$ cat src/rtl/uart_pkg.sv
// Shared definitions for the host command UART: receiver FSM encoding,
// command byte codes and the line idle level.
package uart_pkg;

  typedef enum logic [1:0] {
    IDLE  = 2'd0,
    START = 2'd1,
    DATA  = 2'd2,
    STOP  = 2'd3
  } rx_state_t;

  localparam logic [7:0] CMD_X0 = 8'h78;
  localparam logic [7:0] CMD_Y0 = 8'h79;
  localparam logic [7:0] CMD_Z0 = 8'h7A;
  localparam logic [7:0] CMD_X1 = 8'h58;
  localparam logic [7:0] CMD_Y1 = 8'h59;
  localparam logic [7:0] CMD_Z1 = 8'h5A;

  localparam logic UART_IDLE = 1'b1;

endpackage

$ cat src/rtl/uart_rx_sync.sv
// Brings the asynchronous serial line into the clk domain and flags the
// high-to-low transition that marks a candidate start bit.
module uart_rx_sync
  import uart_pkg::*;
(
  input  logic clk,
  input  logic rst,
  input  logic uart_rx,
  output logic rx_s,
  output logic start_det
);

  logic rx_m;
  logic rx_d;

  always_ff @(posedge clk) begin
    if (rst) begin
      rx_m <= UART_IDLE;
      rx_s <= UART_IDLE;
      rx_d <= UART_IDLE;
    end else begin
      rx_m <= uart_rx;
      rx_s <= rx_m;
      rx_d <= rx_s;
    end
  end

  // A line held low (break) never retriggers: an edge is required.
  assign start_det = rx_d & ~rx_s;

endmodule

$ cat src/rtl/uart_cmd_rx.sv
// 8N1 command receiver with internal bit timing. Optional 2-of-3 majority
// sampling is enabled by defining UART_CMD_RX_MAJORITY_EN.
module uart_cmd_rx
  import uart_pkg::*;
#(
  parameter int CLK_FREQ = 50_000_000,
  parameter int BAUD     = 9600
) (
  input  logic       clk,
  input  logic       rst,
  input  logic       uart_rx,
  output logic [7:0] rx_data,
  output logic       rx_int,
  output logic       rx_valid,
  output logic       frame_err
);

  localparam int CLKS_PER_BIT = CLK_FREQ / BAUD;
  localparam int HALF_BIT     = CLKS_PER_BIT / 2;
  localparam int CNT_W        = $clog2(CLKS_PER_BIT);

  localparam logic [CNT_W-1:0] CNT_HALF = CNT_W'(HALF_BIT - 1);
  localparam logic [CNT_W-1:0] CNT_FULL = CNT_W'(CLKS_PER_BIT - 1);

  logic rx_s;
  logic start_det;
  logic rx_bit;

  uart_rx_sync u_sync (
    .clk       (clk),
    .rst       (rst),
    .uart_rx   (uart_rx),
    .rx_s      (rx_s),
    .start_det (start_det)
  );

`ifdef UART_CMD_RX_MAJORITY_EN
  logic rx_h1;
  logic rx_h2;

  always_ff @(posedge clk) begin
    if (rst) begin
      rx_h1 <= UART_IDLE;
      rx_h2 <= UART_IDLE;
    end else begin
      rx_h1 <= rx_s;
      rx_h2 <= rx_h1;
    end
  end

  // Vote over the sample cycle and the two before it; timing is unchanged.
  assign rx_bit = (rx_s & rx_h1) | (rx_s & rx_h2) | (rx_h1 & rx_h2);
`else
  assign rx_bit = rx_s;
`endif

  rx_state_t        state, state_nxt;
  logic [CNT_W-1:0] cnt, cnt_nxt;
  logic [2:0]       bit_idx, bit_idx_nxt;
  logic [7:0]       shreg, shreg_nxt;
  logic [7:0]       rx_data_nxt;
  logic             rx_int_nxt;
  logic             rx_valid_nxt;
  logic             frame_err_nxt;

  always_ff @(posedge clk) begin
    if (rst) begin
      state     <= IDLE;
      cnt       <= '0;
      bit_idx   <= '0;
      rx_data   <= 8'h00;
      rx_int    <= 1'b0;
      rx_valid  <= 1'b0;
      frame_err <= 1'b0;
    end else begin
      state     <= state_nxt;
      cnt       <= cnt_nxt;
      bit_idx   <= bit_idx_nxt;
      rx_data   <= rx_data_nxt;
      rx_int    <= rx_int_nxt;
      rx_valid  <= rx_valid_nxt;
      frame_err <= frame_err_nxt;
    end
  end

  always_ff @(posedge clk) begin
    shreg <= shreg_nxt;
  end

  always_comb begin
    state_nxt     = state;
    cnt_nxt       = cnt + 1'b1;
    bit_idx_nxt   = bit_idx;
    shreg_nxt     = shreg;
    rx_data_nxt   = rx_data;
    rx_int_nxt    = rx_int;
    rx_valid_nxt  = 1'b0;
    frame_err_nxt = 1'b0;

    case (state)
      IDLE: begin
        cnt_nxt = '0;
        if (start_det) state_nxt = START;
      end

      START: begin
        if (cnt == CNT_HALF) begin
          cnt_nxt = '0;
          if (!rx_bit) begin
            rx_int_nxt  = 1'b1;
            bit_idx_nxt = '0;
            state_nxt   = DATA;
          end else begin
            state_nxt = IDLE;
          end
        end
      end

      DATA: begin
        if (cnt == CNT_FULL) begin
          cnt_nxt     = '0;
          shreg_nxt   = {rx_bit, shreg[7:1]};
          bit_idx_nxt = bit_idx + 3'd1;
          if (bit_idx == 3'd7) state_nxt = STOP;
        end
      end

      STOP: begin
        // Leaving at mid-stop-bit lets a back-to-back start edge be caught.
        if (cnt == CNT_FULL) begin
          cnt_nxt    = '0;
          state_nxt  = IDLE;
          rx_int_nxt = 1'b0;
          if (rx_bit) begin
            rx_data_nxt  = shreg;
            rx_valid_nxt = 1'b1;
          end else begin
            rx_data_nxt   = 8'h00;
            frame_err_nxt = 1'b1;
          end
        end
      end

      default: begin
        cnt_nxt   = '0;
        state_nxt = IDLE;
      end
    endcase
  end

endmodule

$ cat config.mk
export PLATFORM = sky130hd
export DESIGN_NAME = uart_cmd_rx
export DESIGN_NICKNAME = d
export VERILOG_FILES = /design/src/rtl/uart_pkg.sv /design/src/rtl/uart_rx_sync.sv /design/src/rtl/uart_cmd_rx.sv
export SDC_FILE = /design/constraint.sdc
export NUM_CORES = 1
export LEC_CHECK = 0
export CAP_MARGIN = 10
export CORE_MARGIN = 2
export CORE_UTILIZATION = 45
export DETAILED_ROUTE_END_ITERATION = 16
export GPL_ROUTABILITY_DRIVEN = 0
export PLACE_DENSITY = 0.75
export SLEW_MARGIN = 20
export SYNTH_ARGS = -nofsm -noshare
export SYNTH_HDL_FRONTEND = slang
export SYNTH_SLANG_ARGS = --single-unit
$ cat constraint.sdc
create_clock -name clk -period 3.5 [get_ports clk]
set_input_delay 0.35 -clock clk [delete_from_list [all_inputs] [get_ports clk]]
set_output_delay 0.35 -clock clk [all_outputs]
set_load 0.005 [all_outputs]
==> results.py <==
metrics = {
    "clock_tree": {
        "cts_tree": "built",
        "ctsResizeCount": 0,
        "cts_buffer_depth": 2,
        "cts_max_level": 2,
        "worstSkewPairLatency_ns": 0.29,
        "cts_hold_buf": 0,
        "cts_sinks": 40,
        "clk_pin_slew_ns": 0.07,
        "cts_root_buf": "clkbuf_8",
        "cts_buffers": 5,
        "postCtsSetupBuffers": 0,
    },
    "timing": {
        "hold_viol_final": 0,
        "finalSetupTns_ns": 0,
        "max_slew_margin": 0.374,
        "fin_ws_ns": 0.929,
        "period_needed_ns": 2.57,
        "fmax_mhz": 389,
        "rsz0062_at_grt": "false",
        "tightest_slew_ns": 0.930,
        "period_share": 0.734,
        "setup_viol": 0,
        "fin_skew_ns": 0.00827,
        "maxSlewViolCount": 0,
    },
    "floorplanning": {
        "start_util": 0.468,
        "core-area_sq_mm": 0.00366,
        "die_w_microns": 65.7,
        "row_count": 22,
        "die_area_sq_mm": 0.00432,
        "boundaryPins": 14,
        "die_y_microns": 65.7,
    },
    "worst_setup_path": {
        "cp_max_fo": 13,
        "start_kind": "flop",
        "crit_type": "reg -> reg",
        "r2r_setup_slack_ns": 0.93,
        "arrival_ns": 2.72,
        "ff2ff_path_depth": 5,
        "crit_path_end_kind": "flop",
        "r2r_start": "cnt[0]$_SDFF_PP0_",
        "worstPathRequired_ns": 3.65,
        "r2r_end": "cnt[2]$_SDFF_PP0_",
    },
    "routing": {
        "drt_pass1_iterations": 4,
        "vias": 1293,
        "ant_nets": 0,
        "wl_per_cell_microns": 14.2,
        "drc": 0,
        "routed_wirelength_microns": 3300,
        "drtIter0Drc": 60,
        "m1WireLength_microns": 1490,
        "wl_met3_microns": 114,
        "wl_met2_microns": 1630,
        "via_per_inst": 5.57,
        "top_layer": "met4",
    },
    "grt": {
        "grt_pass1_wl_microns": 5490,
        "first_global_vias": 1270,
        "grt_usage": 0.167,
        "grt_start_max_net_pins": 20,
        "antenna_found_initial": 0,
        "overflow": 0,
    },
    "synth": {
        "synth_top_cell_area_share": 0.374,
        "syn-instance-count": 171,
        "synth_seq_cells": 40,
        "yosysWarnings": 0,
        "synth_fp_nets": 177,
        "synth_area_leader_cell": "dfxtp_1",
        "synth.distinct_cells": 36,
        "avgSynthCellArea_sq_um": 10.0,
        "syn_area_sq_mm": 0.00171,
        "synth_area_leaders": "dfxtp_1, edfxtp_1, xnor2_1, nand4_1, nor2_2",
        "ys_seq_area_frac": 0.514,
    },
    "power_and_ir_drop": {
        "ir_drop_v": 0.000288,
        "p_leak_nw": 0.593,
        "p_per_area_mw_per_mm2": 400,
    },
    "flow_run": {
        "maxCapViolCount": 0,
    },
    "cells_and_area": {
        "layout.nets": 189,
        "drive_above_1_share": 0.130,
        "insertedDiodeCount": 0,
        "area_growth_pct": 13.8,
    },
    "run_status": {
        "outcome": "finished, final reports clean",
    },
    "worst_hold_path": {
        "hold_path.class": "reg -> reg",
        "hp-start": "u_sync.rx_m$_SDFF_PP1_",
        "hold_depth": 1,
        "hold_path_end": "u_sync.rx_s$_SDFF_PP1_",
    },
    "place": {
        "port_buffers": 13,
        "post-place-ws_ns": 0.983,
        "hpwl_microns": 2320,
    },
}
## worst max path at each step
stage | startpoint | cells past startpoint | to | slack, ns
final | cnt[0]$_SDFF_PP0_ | 5 | cnt[2]$_SDFF_PP0_ | 0.93
after floorplan | cnt[0]$_SDFF_PP0_ | 3 | shreg[0]$_DFFE_PP_ | 1.17
after global placement | cnt[0]$_SDFF_PP0_ | 5 | cnt[12]$_SDFF_PP0_ | 1.06
after global routing | cnt[0]$_SDFF_PP0_ | 5 | cnt[2]$_SDFF_PP0_ | 0.79
after detailed placement | cnt[0]$_SDFF_PP0_ | 5 | cnt[12]$_SDFF_PP0_ | 0.98
after CTS | cnt[0]$_SDFF_PP0_ | 5 | cnt[2]$_SDFF_PP0_ | 0.93
## per-layer routing
| metal | vias up | GRT usage |
|---|---|---|
| met5 | - | 0 |
| met4 | 0 | 0.0755 |
| met3 | 10 | 0.0428 |
| met2 | 33 | 0.287 |
| met1 | 618 | 0.195 |
| li1 | 632 | - |
## cell families after synthesis
group | share of synthesized area
simple gates | 0.264
mux | 0.00584
buf+inv | 0.0416
compound gates | 0.0964
xor+xnor | 0.0562
fa+ha+maj | 0.0219
flops | 0.514
## layout by cell type (no fill, tap or decap), types with 2 or more instances in the layout
cell type and count:
dfxtp_1 32, nand4_1 13, clkdlybuf4s50_1 13, o21ai_0 11
a21oi_1 11, nor2_1 10, xnor2_1 10, nor2_2 10
inv_1 8, edfxtp_1 8, nand3_1 7, nand2_1 6
clkbuf_8 5, nor3_1 4, or2_2 4, nor4_1 3
ha_1 3, nand4b_1 2, nor3b_1 2, o41ai_1 2
clkinv_1 2
## synth_stat cells
| cell | number |
|---|---|
| xor2_1 | 1 |
| a21oi_1 | 11 |
| o21ai_0 | 11 |
| o211a_1 | 1 |
| or4_4 | 1 |
| nand2b_1 | 1 |
| nor3_1 | 4 |
| mux2i_1 | 1 |
| nand4_1 | 13 |
| nand2_1 | 6 |
| nor4b_1 | 1 |
| xnor2_1 | 10 |
| nand3b_1 | 1 |
| nor2b_1 | 1 |
| o41ai_1 | 2 |
| or3b_1 | 1 |
| or2_2 | 4 |
| nor2_1 | 10 |
| or3b_4 | 1 |
| buf_6 | 1 |
| ha_1 | 3 |
| clkbuf_1 | 8 |
| nand4b_1 | 2 |
| nor4bb_1 | 1 |
| and3b_1 | 1 |
| nor2_2 | 10 |
| nor3b_1 | 2 |
| inv_1 | 8 |
| nor4_4 | 1 |
| edfxtp_1 | 8 |
| nand3_1 | 7 |
| and2_1 | 1 |
| a32oi_4 | 1 |
| nor4_1 | 3 |
| nand4bb_1 | 1 |
| dfxtp_1 | 32 |
## cell type report
type,count,area [sq um]
Fill cell,319,1710
Sequential cell,40,881
Multi-Input combinational cell,114,762
Timing Repair Buffer,14,138
Clock buffer,6,72.6
Tap cell,48,60.1
Inverter,8,30.0
Clock inverter,2,7.51
## stage by stage
| stage | power (W) | utilization | hold WS (ns) | cell area, sq um | instances |
|---|---|---|---|---|---|
| after floorplan | 0.000504 | - | 0.389 | 1710 | 171 |
| after global placement | 0.000508 | 0.511 | 0.394 | 1870 | 224 |
| after detailed placement | 0.000509 | 0.511 | 0.399 | 1870 | 224 |
| after CTS | 0.000789 | 0.533 | 0.419 | 1950 | 232 |
| after global routing | 0.000805 | 0.533 | 0.449 | 1950 | 232 |
| final | 0.000780 | 0.533 | 0.417 | 1950 | 232 |
## worst max-delay path, stage by stage (launching register included)
cell	delay [ns]
dfxtp_1	0.41
ha_1	0.25
or3b_4	0.43
or4_4	0.64
a32oi_4	0.58
nor2_1	0.12
## sequential cells by signal (all words and copies together) (netlist names), named ones only
register     count
frame_err        1
rx_int           1
u_sync.rx_d      1
shreg            8
cnt             13
rx_data          8
rx_valid         1
bit_idx          3
u_sync.rx_m      1
u_sync.rx_s      1
state            1
## power by group
part / internal, W / switching, W / total [W]
clock: 0.000136 / 0.000146 / 0.000281
combinational: 0.00000862 / 0.0000138 / 0.0000224
sequential: 0.000472 / 0.00000462 / 0.000476
total: 0.000616 / 0.000164 / 0.000780
(Power assumes the default switching activity.)
